--- src/rtl/count_seq_monitor_pkg.sv ---
// Shared types and constants for the counter sequence monitor:
// event codes, FSM encoding and event-record sizing.
package count_mon_pkg;

  localparam int EVT_CODE_W = 2;

  typedef enum logic [1:0] {
    EVT_WRAP    = 2'd0,
    EVT_RESTART = 2'd1,
    EVT_SKIP    = 2'd2,
    EVT_HOLD    = 2'd3
  } evt_code_e;

  typedef enum logic {
    ST_IDLE  = 1'b0,
    ST_TRACK = 1'b1
  } mon_state_e;

  // An event record is {code, sampled value}.
  function automatic int evt_rec_w(input int width);
    return EVT_CODE_W + width;
  endfunction

endpackage

--- src/rtl/count_seq_monitor_if.sv ---
// Observation and event-drain bundle of the counter sequence monitor.
interface count_seq_monitor_if #(
  parameter int WIDTH = 4,
  parameter int CNT_W = 8
);
  logic [WIDTH-1:0] q_in;
  logic             q_valid;
  logic             evt_valid;
  logic             evt_ready;
  logic [1:0]       evt_code;
  logic [WIDTH-1:0] evt_value;
  logic [CNT_W-1:0] wrap_count;
  logic [CNT_W-1:0] err_count;
  logic             overflow;
  logic             locked;

  modport master (
    output q_in, q_valid, evt_ready,
    input  evt_valid, evt_code, evt_value, wrap_count, err_count, overflow, locked
  );

  modport slave (
    input  q_in, q_valid, evt_ready,
    output evt_valid, evt_code, evt_value, wrap_count, err_count, overflow, locked
  );
endinterface

--- src/rtl/count_seq_monitor_evt_fifo.sv ---
// Synchronous event FIFO with a registered head that holds its last value
// while empty; a push is accepted when full only if a pop happens alongside.
module evt_fifo #(
  parameter int DW    = 6,
  parameter int DEPTH = 4
) (
  input  logic          clk,
  input  logic          rst,
  input  logic          i_push,
  input  logic [DW-1:0] i_din,
  input  logic          i_ready,
  output logic          o_valid,
  output logic [DW-1:0] o_dout,
  output logic          o_full
);
  localparam int AW = $clog2(DEPTH);

  logic [DW-1:0] r_mem [DEPTH];
  logic [AW-1:0] r_rd_ptr;
  logic [AW-1:0] r_wr_ptr;
  logic [AW:0]   r_count;
  logic [DW-1:0] r_dout;
  logic          w_empty;
  logic          w_pop;
  logic          w_push;
  logic [AW-1:0] w_rd_nxt;
  logic [DW-1:0] w_dout_nxt;

  assign w_empty  = (r_count == (AW+1)'(0));
  assign o_full   = (r_count == (AW+1)'(DEPTH));
  assign w_pop    = ~w_empty & i_ready;
  assign w_push   = i_push & (~o_full | w_pop);
  assign w_rd_nxt = r_rd_ptr + AW'(1);
  assign o_valid  = ~w_empty;
  assign o_dout   = r_dout;

  // Next head: the following entry on pop, the incoming event when it lands first.
  always_comb begin
    w_dout_nxt = r_dout;
    if (w_pop) begin
      if (r_count > (AW+1)'(1)) begin
        w_dout_nxt = r_mem[w_rd_nxt];
      end else if (w_push) begin
        w_dout_nxt = i_din;
      end else begin
        w_dout_nxt = r_dout;
      end
    end else if (w_empty && w_push) begin
      w_dout_nxt = i_din;
    end else begin
      w_dout_nxt = r_dout;
    end
  end

  always_ff @(posedge clk or negedge rst) begin
    if (!rst) begin
      for (int i = 0; i < DEPTH; i++) begin
        r_mem[i] <= {DW{1'b0}};
      end
      r_rd_ptr <= {AW{1'b0}};
      r_wr_ptr <= {AW{1'b0}};
      r_count  <= {(AW+1){1'b0}};
      r_dout   <= {DW{1'b0}};
    end else begin
      if (w_push) begin
        r_mem[r_wr_ptr] <= i_din;
        r_wr_ptr        <= r_wr_ptr + AW'(1);
      end
      if (w_pop) begin
        r_rd_ptr <= w_rd_nxt;
      end
      case ({w_push, w_pop})
        2'b10:   r_count <= r_count + (AW+1)'(1);
        2'b01:   r_count <= r_count - (AW+1)'(1);
        default: r_count <= r_count;
      endcase
      r_dout <= w_dout_nxt;
    end
  end
endmodule

--- src/rtl/count_seq_monitor.sv ---
// Checks an up-counter's output for continuity, classifies each discontinuity
// and queues event records plus saturating wrap/skip tallies.
module count_seq_monitor
  import count_mon_pkg::*;
#(
  parameter int WIDTH = 4,
  parameter int CNT_W = 8,
  parameter int DEPTH = 4
) (
  input logic clk,
  input logic rst,
  count_seq_monitor_if.slave bus
);
  localparam int DW = evt_rec_w(WIDTH);
  localparam logic [WIDTH-1:0] MAX_Q = {WIDTH{1'b1}};
  localparam logic [CNT_W-1:0] SAT_C = {CNT_W{1'b1}};

  mon_state_e       r_state;
  mon_state_e       w_state_nxt;
  logic [WIDTH-1:0] r_prev;
  logic [CNT_W-1:0] r_wrap_cnt;
  logic [CNT_W-1:0] r_err_cnt;
  logic             r_overflow;
  logic             w_evt_push;
  evt_code_e        w_evt_code;
  logic             w_fifo_full;
  logic             w_fifo_valid;
  logic [DW-1:0]    w_fifo_dout;
  logic             w_drop;

  always_ff @(posedge clk or negedge rst) begin
    if (!rst) begin
      r_state <= ST_IDLE;
    end else begin
      r_state <= w_state_nxt;
    end
  end

  always_comb begin
    w_state_nxt = r_state;
    case (r_state)
      ST_IDLE:  w_state_nxt = bus.q_valid ? ST_TRACK : ST_IDLE;
      ST_TRACK: w_state_nxt = ST_TRACK;
      default:  w_state_nxt = ST_IDLE;
    endcase
  end

  // RESTART is tested before HOLD so a repeated zero reads as an upstream reset.
  always_comb begin
    w_evt_push = 1'b0;
    w_evt_code = EVT_WRAP;
    if (bus.q_valid && (r_state == ST_TRACK)) begin
      if ((bus.q_in == r_prev + WIDTH'(1)) && (r_prev != MAX_Q)) begin
        w_evt_push = 1'b0;
      end else if ((r_prev == MAX_Q) && (bus.q_in == {WIDTH{1'b0}})) begin
        w_evt_push = 1'b1;
        w_evt_code = EVT_WRAP;
      end else if (bus.q_in == {WIDTH{1'b0}}) begin
        w_evt_push = 1'b1;
        w_evt_code = EVT_RESTART;
      end else if (bus.q_in == r_prev) begin
        w_evt_push = 1'b1;
        w_evt_code = EVT_HOLD;
      end else begin
        w_evt_push = 1'b1;
        w_evt_code = EVT_SKIP;
      end
    end else begin
      w_evt_push = 1'b0;
    end
  end

  assign w_drop = w_evt_push & w_fifo_full & ~(w_fifo_valid & bus.evt_ready);

  always_ff @(posedge clk or negedge rst) begin
    if (!rst) begin
      r_prev     <= {WIDTH{1'b0}};
      r_wrap_cnt <= {CNT_W{1'b0}};
      r_err_cnt  <= {CNT_W{1'b0}};
      r_overflow <= 1'b0;
    end else begin
      if (bus.q_valid) begin
        r_prev <= bus.q_in;
      end
      if (w_evt_push && (w_evt_code == EVT_WRAP) && (r_wrap_cnt != SAT_C)) begin
        r_wrap_cnt <= r_wrap_cnt + CNT_W'(1);
      end
      if (w_evt_push && (w_evt_code == EVT_SKIP) && (r_err_cnt != SAT_C)) begin
        r_err_cnt <= r_err_cnt + CNT_W'(1);
      end
      if (w_drop) begin
        r_overflow <= 1'b1;
      end
    end
  end

  evt_fifo #(
    .DW    (DW),
    .DEPTH (DEPTH)
  ) u_evt_fifo (
    .clk     (clk),
    .rst     (rst),
    .i_push  (w_evt_push),
    .i_din   ({w_evt_code, bus.q_in}),
    .i_ready (bus.evt_ready),
    .o_valid (w_fifo_valid),
    .o_dout  (w_fifo_dout),
    .o_full  (w_fifo_full)
  );

  assign bus.evt_valid  = w_fifo_valid;
  assign bus.evt_code   = w_fifo_dout[DW-1 -: 2];
  assign bus.evt_value  = w_fifo_dout[WIDTH-1:0];
  assign bus.wrap_count = r_wrap_cnt;
  assign bus.err_count  = r_err_cnt;
  assign bus.overflow   = r_overflow;
  assign bus.locked     = (r_state == ST_TRACK);
endmodule

--- src/flat_wrapper.sv ---
// flat-port wrapper written by rule: the top's interface ports become plain ports
module count_seq_monitor_flat import count_mon_pkg::*;
#(
  parameter int WIDTH = 4,
  parameter int CNT_W = 8,
  parameter int DEPTH = 4
)
  (clk, rst, bus_q_in, bus_q_valid, bus_evt_ready, bus_evt_valid, bus_evt_code, bus_evt_value, bus_wrap_count, bus_err_count, bus_overflow, bus_locked);
  count_seq_monitor_if #(.WIDTH(WIDTH), .CNT_W(CNT_W)) bus_i ();
  input logic clk;
  input logic rst;
  input wire logic [$bits(bus_i.q_in)-1:0] bus_q_in;
  input wire logic [$bits(bus_i.q_valid)-1:0] bus_q_valid;
  input wire logic [$bits(bus_i.evt_ready)-1:0] bus_evt_ready;
  output wire logic [$bits(bus_i.evt_valid)-1:0] bus_evt_valid;
  output wire logic [$bits(bus_i.evt_code)-1:0] bus_evt_code;
  output wire logic [$bits(bus_i.evt_value)-1:0] bus_evt_value;
  output wire logic [$bits(bus_i.wrap_count)-1:0] bus_wrap_count;
  output wire logic [$bits(bus_i.err_count)-1:0] bus_err_count;
  output wire logic [$bits(bus_i.overflow)-1:0] bus_overflow;
  output wire logic [$bits(bus_i.locked)-1:0] bus_locked;
  assign bus_i.q_in = bus_q_in;
  assign bus_i.q_valid = bus_q_valid;
  assign bus_i.evt_ready = bus_evt_ready;
  assign bus_evt_valid = bus_i.evt_valid;
  assign bus_evt_code = bus_i.evt_code;
  assign bus_evt_value = bus_i.evt_value;
  assign bus_wrap_count = bus_i.wrap_count;
  assign bus_err_count = bus_i.err_count;
  assign bus_overflow = bus_i.overflow;
  assign bus_locked = bus_i.locked;
  count_seq_monitor #(.WIDTH(WIDTH), .CNT_W(CNT_W), .DEPTH(DEPTH)) u_core (.clk(clk), .rst(rst), .bus(bus_i));
endmodule
--- config.mk ---
export PLATFORM = sky130hd
export DESIGN_NAME = count_seq_monitor_flat
export DESIGN_NICKNAME = d
export VERILOG_FILES = /design/src/rtl/count_seq_monitor_pkg.sv /design/src/rtl/count_seq_monitor_if.sv /design/src/rtl/count_seq_monitor_evt_fifo.sv /design/src/rtl/count_seq_monitor.sv /design/src/flat_wrapper.sv
export SDC_FILE = /design/constraint.sdc
export NUM_CORES = 1
export LEC_CHECK = 0
export CAP_MARGIN = 20
export CORE_UTILIZATION = 44
export CTS_CLUSTER_DIAMETER = 50
export DETAILED_ROUTE_END_ITERATION = 16
export PLACE_DENSITY = 0.73
export SLEW_MARGIN = 20
export SYNTH_ARGS = -nofsm -noshare
export SYNTH_HDL_FRONTEND = slang
export SYNTH_SLANG_ARGS = --single-unit
--- constraint.sdc ---
create_clock -name clk -period 2.31 [get_ports clk]
set_input_delay 0.5775 -clock clk [delete_from_list [all_inputs] [get_ports clk]]
set_output_delay 0.5775 -clock clk [all_outputs]
set_load 0.1 [all_outputs]
==> flow_summary.html, run 1 <==
<table>
<tr><th>Metric</th><th>Value</th></tr>
<tr><th colspan="2">Timing</th></tr>
<tr><td>Post-layout min period</td><td>around 2.2 ns</td></tr>
<tr><td>Achievable clock frequency</td><td>~0.45 GHz</td></tr>
<tr><td>Worst Hold Slack</td><td>between 0.2 and 0.25 ns</td></tr>
<tr><td>Number of endpoints failing setup at the final stage</td><td>0</td></tr>
<tr><td>Slew @ Worst Pin</td><td>roughly 0.52 ns</td></tr>
<tr><td>Post-route worst setup slack</td><td>0.0787 ns</td></tr>
<tr><td>Share of the clock period used by the worst path</td><td>0.966</td></tr>
<tr><td>Unrepaired setup endpoints after global routing</td><td>false</td></tr>
<tr><td>Max_slew headroom</td><td>0.655</td></tr>
<tr><td>Setup clock skew after layout</td><td>between 0.004 and 0.005 ns</td></tr>
<tr><td>Fin. Hold Viols</td><td>0</td></tr>
<tr><td>Number of max-slew violations in the final report</td><td>0</td></tr>
<tr><th colspan="2">Synthesis</th></tr>
<tr><td>Most instantiated flip-flop cell in the synthesis netlist</td><td>sky130_fd_sc_hd__dfrtp_1</td></tr>
<tr><td>Number of synthesized flops with an enable pin</td><td>0</td></tr>
<tr><td>Post-synthesis sequential area ratio</td><td>0.487</td></tr>
<tr><td>Cell types occupying the most area after synthesis</td><td>sky130_fd_sc_hd__dfrtp_1 49%, sky130_fd_sc_hd__mux2_2 11%, sky130_fd_sc_hd__ha_1 4.5%, sky130_fd_sc_hd__mux4_2 4.5%, sky130_fd_sc_hd__xnor2_1 3.8%</td></tr>
<tr><td>Post-synthesis instance total</td><td>236</td></tr>
<tr><td>Dominant cell type by area after synthesis</td><td>sky130_fd_sc_hd__dfrtp_1</td></tr>
<tr><td>Top-area cell type share of the netlist area</td><td>0.487</td></tr>
<tr><td>Seq cells post-synth</td><td>59</td></tr>
<tr><td>Number of nets in the synthesized netlist</td><td>255</td></tr>
<tr><td>Avg Synthesized Cell Area</td><td>around 13 um^2</td></tr>
<tr><td>Number of different library cells in the post-synthesis netlist</td><td>47</td></tr>
<tr><td>Commonest cells in the synthesized netlist</td><td>59 x sky130_fd_sc_hd__dfrtp_1, 29 x sky130_fd_sc_hd__mux2_2, 16 x sky130_fd_sc_hd__nand2_1</td></tr>
<tr><td>Post-synthesis cell area</td><td>roughly 3000 um^2</td></tr>
<tr><td>Most frequently used cell type in the post-synthesis netlist</td><td>sky130_fd_sc_hd__dfrtp_1</td></tr>
<tr><td>Synthesis warning total</td><td>0</td></tr>
<tr><td>Async set-reset flop share out of synthesis</td><td>1.00</td></tr>
<tr><th colspan="2">Global route</th></tr>
<tr><td>Fraction of met1 tracks used by global routing</td><td>0.230</td></tr>
<tr><td>Vias in the first global route</td><td>around 2200</td></tr>
<tr><td>First-pass GRT wire length</td><td>10200 um</td></tr>
<tr><td>Initial antenna violation count</td><td>0</td></tr>
<tr><td>Met2 layer usage reported by global route</td><td>0.293</td></tr>
<tr><td>Total track usage</td><td>0.185</td></tr>
<tr><td>Global routing's busiest layer</td><td>met2</td></tr>
<tr><td>Total congestion overflow after global routing</td><td>0</td></tr>
<tr><td>Largest net degree at the start of global routing</td><td>39</td></tr>
<tr><td>Met3 GRT Util</td><td>0.0632</td></tr>
<tr><th colspan="2">Detailed routing</th></tr>
<tr><td>Total Wirelength</td><td>roughly 5900 um</td></tr>
<tr><td>First drt pass iteration count</td><td>4</td></tr>
<tr><td>Vias per inst</td><td>5.48</td></tr>
<tr><td>Antenna viol nets, final</td><td>0</td></tr>
<tr><td>Mean routed wirelength per cell</td><td>around 16 um</td></tr>
<tr><td>Via Count</td><td>2067</td></tr>
<tr><td>Detailed Route Iter0 Violations</td><td>62</td></tr>
<tr><td>Number of remaining DRC errors</td><td>0</td></tr>
<tr><th colspan="2">Worst setup path</th></tr>
<tr><td>Crit Path Max Fanout</td><td>10</td></tr>
<tr><td>Worst stage delay on the critical path</td><td>about 0.40 ns</td></tr>
<tr><td>RR Endpoint</td><td>u_core.u_evt_fifo.r_mem[13]$_DFFE_PN0P_</td></tr>
<tr><td>Crit path kind</td><td>input port to flop</td></tr>
<tr><td>Master of the slowest instance on the critical path</td><td>sky130_fd_sc_hd__o311a_1</td></tr>
<tr><td>CP required</td><td>~2.5 ns</td></tr>
<tr><td>Worst reg2reg setup slack</td><td>around 0.10 ns</td></tr>
<tr><td>Launch point of the critical path</td><td>bus_q_in[2]</td></tr>
<tr><td>Startpoint class of the critical path</td><td>input port</td></tr>
<tr><td>Depth of the worst register-to-register path</td><td>7</td></tr>
<tr><td>Launch point of the worst reg-to-reg path</td><td>u_core.r_prev[0]$_DFFE_PN0P_</td></tr>
<tr><td>Cell Chain, Critical Path</td><td>clkdlybuf4s15_1 -&gt; xor2_1 -&gt; xor2_2 -&gt; o311a_1 -&gt; buf_12 -&gt; nand3_4 -&gt; mux2_2</td></tr>
<tr><td>Arrival time at the worst endpoint</td><td>around 2.5 ns</td></tr>
<tr><td>Worst Setup End Kind</td><td>flop</td></tr>
<tr><th colspan="2">Layout</th></tr>
<tr><td>Post-layout instance area</td><td>3820 um^2</td></tr>
<tr><td>Register Area</td><td>between 1000 and 1500 um^2</td></tr>
<tr><td>Layout overhead on the synthesized area</td><td>26.0%</td></tr>
<tr><td>FILL cells</td><td>522</td></tr>
<tr><td>Final layout net count</td><td>roughly 310</td></tr>
<tr><td>Multi-input combinational cell area</td><td>about 1500 um^2</td></tr>
<tr><td>Antenna fix cells</td><td>0</td></tr>
<tr><td>Share of layout cells above drive strength 1</td><td>0.423</td></tr>
<tr><th colspan="2">Pwr</th></tr>
<tr><td>Pwr dens</td><td>between 1000 and 1500 nW/um^2</td></tr>
<tr><td>Leakage</td><td>about 0.0017 uW</td></tr>
<tr><td>Worst ir drop on vdd</td><td>approximately 820 uV</td></tr>
<tr><th colspan="2">Die</th></tr>
<tr><td>Horizontal die dimension</td><td>around 85 um</td></tr>
<tr><td>Total core area</td><td>~6500 um^2</td></tr>
<tr><td>Die height</td><td>about 85 um</td></tr>
<tr><td>Initial cell density of the core</td><td>0.467</td></tr>
<tr><td>Number of top-level pins</td><td>33</td></tr>
<tr><td>FP Rows</td><td>29</td></tr>
<tr><td>Floorplan die area</td><td>7230 um^2</td></tr>
<tr><th colspan="2">Hold path</th></tr>
<tr><td>HP Class</td><td>input port to async pin</td></tr>
<tr><th colspan="2">CTS</th></tr>
<tr><td>H-tree Lvls</td><td>3</td></tr>
<tr><td>CTS Root Cell</td><td>sky130_fd_sc_hd__clkbuf_8</td></tr>
<tr><td>Clock sink total</td><td>59</td></tr>
<tr><td>CTS clk-pin slew, worst paths</td><td>0.07 ns</td></tr>
<tr><td>TritonCTS clock tree</td><td>built</td></tr>
<tr><td>Clock Tree Buf Depth</td><td>2</td></tr>
<tr><td>Number of setup buffers added after CTS</td><td>0</td></tr>
<tr><td>Total CTS buffers</td><td>9</td></tr>
<tr><td>Clock latency on the worst-skew pair</td><td>0.34 ns</td></tr>
<tr><th colspan="2">Placed design</th></tr>
<tr><td>Pre-CTS setup slack</td><td>-0.511 ns</td></tr>
<tr><td>Placed wire-length estimate after detailed placement</td><td>4330 um</td></tr>
<tr><td>Instance area after placement</td><td>3580 um^2</td></tr>
<tr><td>RD Place Congestion</td><td>between 0.7 and 0.8</td></tr>
<tr><td>Number of port buffers</td><td>32</td></tr>
<tr><th colspan="2">Job</th></tr>
<tr><td>Max-capacitance violation count</td><td>0</td></tr>
<tr><th colspan="2">Status</th></tr>
<tr><td>Run status</td><td>complete, no violations</td></tr>
</table>
[per-stage QoR]
| step | TNS [ns] | utilization | total power [uW] | cells |
|---|---|---|---|---|
| floorplan | 0 | - | 3550 | 236 |
| global placement | -21.28 | 0.551 | 4090 | 361 |
| detailed placement | -23.05 | 0.551 | 4160 | 361 |
| CTS | 0 | 0.582 | 5090 | 377 |
| global route | 0 | 0.588 | 5340 | 377 |
| finish | 0 | 0.588 | 5050 | 377 |
[flip-flops by register name (all words and copies together), names as in the netlist]
name,flops
u_core.bus.locked,1
u_core.bus.overflow,1
u_core.u_evt_fifo.o_dout,6
u_core.bus.err_count,8
u_core.bus.wrap_count,8
u_core.u_evt_fifo.r_count,3
u_core.r_prev,4
u_core.u_evt_fifo.r_wr_ptr,2
u_core.u_evt_fifo.r_rd_ptr,2
u_core.u_evt_fifo.r_mem,24
[worst max-delay path: cells and delay by family]
kind,cells,cell delay (ns)
and+or+nand+nor,1,0.13
buffers and inverters,2,0.49
xor gates and xnor gates,2,0.51
AOI/OAI and AO/OA,1,0.40
muxes,1,0.35
[cells by family after synthesis]
| group | synth area share |
|---|---|
| compound gates | 0.0722 |
| flops | 0.487 |
| xor+xnor | 0.0693 |
| fa+ha+maj | 0.0454 |
| buf+inv | 0.0301 |
| simple gates | 0.125 |
| mux | 0.170 |
[worst max-delay path by stage]
stage | end | slack (ns) | cells past startpoint
final | u_core.u_evt_fifo.r_mem[13]$_DFFE_PN0P_ | 0.08 | 7
after global routing | u_core.u_evt_fifo.r_mem[16]$_DFFE_PN0P_ | 0.005 | 7
after CTS | u_core.u_evt_fifo.r_mem[13]$_DFFE_PN0P_ | 0.04 | 7
after detailed placement | u_core.u_evt_fifo.r_mem[1]$_DFFE_PN0P_ | -0.51 | 7
after global placement | u_core.u_evt_fifo.r_mem[16]$_DFFE_PN0P_ | -0.47 | 7
after floorplan | u_core.bus.wrap_count[5]$_DFFE_PN0P_ | 0.07 | 7
[placed cells by master, fill, tap and decap left out, types with 4 or more instances in the layout]
cell,synthesis,routed
sky130_fd_sc_hd__dfrtp_1,59,55
sky130_fd_sc_hd__buf_12,0,4
sky130_fd_sc_hd__mux2_2,29,29
sky130_fd_sc_hd__mux4_2,6,6
sky130_fd_sc_hd__clkbuf_8,0,9
sky130_fd_sc_hd__nand3_4,4,4
sky130_fd_sc_hd__xor2_1,11,9
sky130_fd_sc_hd__a221o_1,6,6
sky130_fd_sc_hd__nand3_1,7,6
sky130_fd_sc_hd__xnor2_1,13,11
sky130_fd_sc_hd__o21ai_0,5,5
sky130_fd_sc_hd__nand4_1,4,4
sky130_fd_sc_hd__mux2_1,4,4
sky130_fd_sc_hd__nand2_1,16,16
sky130_fd_sc_hd__inv_1,9,9
sky130_fd_sc_hd__ha_1,11,11
sky130_fd_sc_hd__nor3_1,5,5
sky130_fd_sc_hd__buf_4,1,47
sky130_fd_sc_hd__dfrtp_2,0,4
[layer usage]
layer,routed length (um),part of all wire
met1,2600,0.44
met3,280,0.047
met4,128,0.022
met5,0,0
met2,2930,0.49
[power by group]
group | switching [uW] | internal, uW
Sequential | 335 | 1420
Combinational | 1460 | 924
Clock | 417 | 493
Total | 2210 | 2840
[cell type report]
cell class	instances	share of cell area
Sequential cell	59	0.388
Inverter	9	0.00885
Clock inverter	7	0.0180
Timing Repair Buffer	58	0.131
Tap cell	77	0.0252
Clock buffer	9	0.0324
Multi-Input combinational cell	158	0.397
[what timing repair did]
action,CTS,global route
hold buffers,0,0
endpoints found under the setup margin,44,31
pin swaps,1,0
gates resized for setup,6,7
No activity file was read; power rests on OpenSTA's default activity.
==> inputs of run 2 (changes only) <==
--- a/config.mk
+++ b/config.mk
@@ -5,7 +5,7 @@
 export SDC_FILE = /design/constraint.sdc
 export NUM_CORES = 1
 export LEC_CHECK = 0
-export CAP_MARGIN = 20
+export CAP_MARGIN = 0
 export CORE_UTILIZATION = 44
 export CTS_CLUSTER_DIAMETER = 50
 export DETAILED_ROUTE_END_ITERATION = 16
==> results of run 2 <==
Same layout as run 1: the final DEF is identical, and so are final timing and power.
==> inputs of run 3 (changes only) <==
--- a/config.mk
+++ b/config.mk
@@ -9,7 +9,7 @@
 export CORE_UTILIZATION = 44
 export CTS_CLUSTER_DIAMETER = 50
 export DETAILED_ROUTE_END_ITERATION = 16
-export PLACE_DENSITY = 0.73
+export PLACE_DENSITY = 0.75
 export SLEW_MARGIN = 20
 export SYNTH_ARGS = -nofsm -noshare
 export SYNTH_HDL_FRONTEND = slang
==> constraint.sdc (replaced) <==
create_clock -name clk -period 2 [get_ports clk]
set_input_delay 0.5 -clock clk [delete_from_list [all_inputs] [get_ports clk]]
set_output_delay 0.5 -clock clk [all_outputs]
set_load 0.1 [all_outputs]
==> run 3 against run 2 <==
Net effect: the flow now finishes with violations (negative setup slack); clock skew grew 0.0077 ns; first-iteration DRC count grew 79%; sequential power grew 24%; register-to-register slack lost 0.19 ns; worst hold slack lost 0.050 ns; utilization grew 9.8 points; worst setup slack lost 0.17 ns; non-clock buffer count grew 9; via count grew 6.2%; clock-buffer cell count grew 6; critical path depth is the same; global-route usage grew 2.6 points.
==> flow_summary.html, run 3 (synthesis results as in run 1) <==
<table>
<tr><th>Metric</th><th>Value</th></tr>
<tr><th colspan="2">Status</th></tr>
<tr><td>Run status</td><td>finished, violations left</td></tr>
<tr><td>Violations in the final reports</td><td>negative setup slack</td></tr>
<tr><th colspan="2">Detailed routing</th></tr>
<tr><td>First drt pass iteration count</td><td>4 (unchanged)</td></tr>
<tr><td>Antenna viol nets, final</td><td>0 (unchanged)</td></tr>
<tr><td>Total Wirelength</td><td>6990 um (+18%)</td></tr>
<tr><td>Vias per inst</td><td>5.69 (+3.8%)</td></tr>
<tr><td>Mean routed wirelength per cell</td><td>18.1 um (+15%)</td></tr>
<tr><td>Number of remaining DRC errors</td><td>0 (unchanged)</td></tr>
<tr><td>Via Count</td><td>2196 (+6.2%)</td></tr>
<tr><td>Detailed Route Iter0 Violations</td><td>111 (+79%)</td></tr>
<tr><th colspan="2">CTS</th></tr>
<tr><td>Clock latency on the worst-skew pair</td><td>0.33 ns (about the same)</td></tr>
<tr><td>Hold buffer count at CTS</td><td>0 (unchanged)</td></tr>
<tr><td>CTS Root Cell</td><td>sky130_fd_sc_hd__clkbuf_8</td></tr>
<tr><td>H-tree Lvls</td><td>3 (unchanged)</td></tr>
<tr><td>CTS clk-pin slew, worst paths</td><td>0.07 ns (about the same)</td></tr>
<tr><td>TritonCTS clock tree</td><td>built</td></tr>
<tr><td>Clock sink total</td><td>59 (unchanged)</td></tr>
<tr><td>Total CTS buffers</td><td>9 (unchanged)</td></tr>
<tr><td>Clock Tree Buf Depth</td><td>2 (unchanged)</td></tr>
<tr><th colspan="2">Die</th></tr>
<tr><td>Total core area</td><td>6490 um^2 (unchanged)</td></tr>
<tr><td>FP Rows</td><td>29 (unchanged)</td></tr>
<tr><td>Horizontal die dimension</td><td>85.0 um (unchanged)</td></tr>
<tr><td>Die height</td><td>85.0 um (unchanged)</td></tr>
<tr><td>Number of top-level pins</td><td>33 (unchanged)</td></tr>
<tr><td>Floorplan die area</td><td>7230 um^2 (unchanged)</td></tr>
<tr><td>Initial cell density of the core</td><td>0.467 (unchanged)</td></tr>
<tr><th colspan="2">Global route</th></tr>
<tr><td>Total track usage</td><td>0.212 (+0.0260)</td></tr>
<tr><td>Vias in the first global route</td><td>2285 (+6.3%)</td></tr>
<tr><td>First-pass GRT wire length</td><td>11600 um (+14%)</td></tr>
<tr><td>Total congestion overflow after global routing</td><td>0 (unchanged)</td></tr>
<tr><td>Initial antenna violation count</td><td>0 (unchanged)</td></tr>
<tr><td>Largest net degree at the start of global routing</td><td>60 (+54%)</td></tr>
<tr><th colspan="2">Worst setup path</th></tr>
<tr><td>Arrival time at the worst endpoint</td><td>2.30 ns (-0.16 ns)</td></tr>
<tr><td>Crit Path Max Fanout</td><td>7 (-3)</td></tr>
<tr><td>Worst Setup End Kind</td><td>flop</td></tr>
<tr><td>Crit path kind</td><td>flop to flop</td></tr>
<tr><td>Launch point of the worst reg-to-reg path</td><td>u_core.r_prev[1]$_DFFE_PN0P_</td></tr>
<tr><td>CP required</td><td>2.21 ns (-0.33 ns)</td></tr>
<tr><td>Startpoint class of the critical path</td><td>flop</td></tr>
<tr><td>Worst reg2reg setup slack</td><td>-0.09 ns (-0.19 ns)</td></tr>
<tr><td>Depth of the worst register-to-register path</td><td>7 (unchanged)</td></tr>
<tr><td>RR Endpoint</td><td>u_core.u_evt_fifo.r_mem[3]$_DFFE_PN0P_</td></tr>
<tr><th colspan="2">Layout</th></tr>
<tr><td>Most used cells in the layout excluding fill and tap cells</td><td>42 x sky130_fd_sc_hd__dfrtp_1, 28 x sky130_fd_sc_hd__buf_12, 27 x sky130_fd_sc_hd__mux2_4, 27 x sky130_fd_sc_hd__buf_4, 15 x sky130_fd_sc_hd__nand2_1</td></tr>
<tr><td>Register with the highest flop count</td><td>u_core.u_evt_fifo.r_mem</td></tr>
<tr><td>Final layout net count</td><td>323 (+2.9%)</td></tr>
<tr><td>Layout overhead on the synthesized area</td><td>46.9%</td></tr>
<tr><td>Commonest non-fill, non-tap cell in the layout</td><td>sky130_fd_sc_hd__dfrtp_1</td></tr>
<tr><td>Max FFs per register</td><td>24 (unchanged)</td></tr>
<tr><td>Share of layout cells above drive strength 1</td><td>0.540 (+0.117)</td></tr>
<tr><td>Post-layout instance count excluding filler cells</td><td>386 (+2.4%)</td></tr>
<tr><td>Antenna fix cells</td><td>0 (unchanged)</td></tr>
<tr><th colspan="2">Job</th></tr>
<tr><td>Max-capacitance violation count</td><td>0 (unchanged)</td></tr>
<tr><th colspan="2">Timing</th></tr>
<tr><td>Number of max-slew violations in the final report</td><td>0 (unchanged)</td></tr>
<tr><td>Setup_tns</td><td>-2.57 ns (-2.57 ns)</td></tr>
<tr><td>Share of the clock period used by the worst path</td><td>1.04</td></tr>
<tr><td>Setup clock skew after layout</td><td>0.0122 ns (+0.00770 ns)</td></tr>
<tr><td>Max_slew headroom</td><td>0.729 (+0.0743)</td></tr>
<tr><td>Post-layout min period</td><td>approximately 2.1 ns</td></tr>
<tr><td>Number of endpoints failing setup at the final stage</td><td>38 (+38)</td></tr>
<tr><td>Unrepaired setup endpoints after global routing</td><td>true</td></tr>
<tr><td>Fin. Hold Viols</td><td>0 (unchanged)</td></tr>
<tr><td>Slew @ Worst Pin</td><td>0.407 ns (-0.111 ns)</td></tr>
<tr><td>Post-route worst setup slack</td><td>-0.0880 ns (-0.167 ns)</td></tr>
<tr><td>Achievable clock frequency</td><td>between 0.4 and 0.5 GHz</td></tr>
<tr><th colspan="2">Placed design</th></tr>
<tr><td>Number of instances in the placed design</td><td>366 (+1.4%)</td></tr>
<tr><td>RD Place Congestion</td><td>0.799 (+4.8%)</td></tr>
<tr><td>Placed wire-length estimate after detailed placement</td><td>4810 um (+11%)</td></tr>
<tr><td>Number of port buffers</td><td>32 (unchanged)</td></tr>
<tr><th colspan="2">Pwr</th></tr>
<tr><td>Leakage</td><td>0.00200 uW (+16%)</td></tr>
<tr><td>Power after layout</td><td>6860 uW (+36%)</td></tr>
<tr><td>Worst ir drop on vdd</td><td>1380 uV (+69%)</td></tr>
<tr><td>Pwr dens</td><td>1540 nW/um^2 (+16%)</td></tr>
<tr><th colspan="2">Hold path</th></tr>
<tr><td>HP Class</td><td>input port to async pin</td></tr>
</table>
==> run 3: cell count changes in the layout (fill, tap and decap cells not counted), moves of 4 or more <==
cell	change
sky130_fd_sc_hd__dfrtp_2	+9
sky130_fd_sc_hd__buf_6	+5
sky130_fd_sc_hd__mux2_1	-4
sky130_fd_sc_hd__mux2_2	-23
sky130_fd_sc_hd__mux2_4	+27
sky130_fd_sc_hd__buf_12	+24
sky130_fd_sc_hd__dfrtp_1	-13
sky130_fd_sc_hd__clkbuf_8	+4
sky130_fd_sc_hd__dfrtp_4	+4
sky130_fd_sc_hd__buf_4	-20
==> run 3: report_power, final <==
group / leakage [uW] / internal, uW / total, uW / switching (uW)
Sequential: 0.000689 / 1670 / 2180 / 512
Combinational: 0.00121 / 1700 / 3520 / 1830
Clock: 0.000110 / 713 / 1160 / 445
Total: 0.00200 / 4070 / 6860 / 2780
==> run 3: worst max-delay path: stages, from the launching register on <==
cell and delay, ns:
sky130_fd_sc_hd__dfrtp_1 0.38, sky130_fd_sc_hd__ha_1 0.31, sky130_fd_sc_hd__xnor2_1 0.13, sky130_fd_sc_hd__nand3_1 0.13
sky130_fd_sc_hd__o311a_4 0.41, sky130_fd_sc_hd__buf_12 0.16, sky130_fd_sc_hd__nand3_4 0.12, sky130_fd_sc_hd__mux2_4 0.31
==> run 3: per-layer routing <==
layer | wire, um | GRT usage | share of wire | vias to the layer above
met1 | 2950 | 0.255 | 0.42 | 1128
met4 | 67 | 0.0539 | 0.0096 | 0
met5 | 0 | 0 | 0 | -
li1 | - | - | - | 996
met2 | 3650 | 0.368 | 0.52 | 62
met3 | 318 | 0.0661 | 0.045 | 10
==> run 3: worst max-delay path by stage <==
stage / from / end / cells after the start
finish: u_core.r_prev[1]$_DFFE_PN0P_ / u_core.u_evt_fifo.r_mem[3]$_DFFE_PN0P_ / 7
global route: u_core.r_prev[1]$_DFFE_PN0P_ / u_core.u_evt_fifo.o_dout[3]$_DFFE_PN0P_ / 8
CTS: u_core.r_prev[0]$_DFFE_PN0P_ / u_core.u_evt_fifo.r_mem[19]$_DFFE_PN0P_ / 7
detailed placement: bus_q_in[2] / u_core.bus.err_count[3]$_DFFE_PN0P_ / 8
global placement: bus_q_in[2] / u_core.bus.err_count[4]$_DFFE_PN0P_ / 8
floorplan: bus_q_in[1] / u_core.bus.wrap_count[5]$_DFFE_PN0P_ / 7
==> run 3: metrics by stage <==
stage | utilization | area [um^2] | setup slack, ns | hold slack [ns]
after CTS | 0.674 | 4380 | -0.0665 | 0.160
final | 0.686 | 4450 | -0.0880 | 0.153
after global placement | 0.625 | 4060 | -0.605 | 0.477
after floorplan | - | 3210 | -0.0565 | 0.204
after detailed placement | 0.625 | 4060 | -0.600 | 0.495
after global routing | 0.686 | 4450 | -0.150 | 0.174
==> run 3: final cells by class <==
class | count | area [um^2]
clock buffer | 15 | 186
clock inverter | 1 | 30.0
fill | 438 | 2040
inverter | 9 | 33.8
multi-input combinational | 158 | 1720
sequential | 59 | 1510
tap | 77 | 96.3
timing repair buffer | 67 | 878
==> run 3: repair_timing <==
item	4_1_cts	5_1_grt
endpoints found under the setup margin	52	45
pin swaps	8	7
setup buffers	4	1
gates resized for setup	22	19
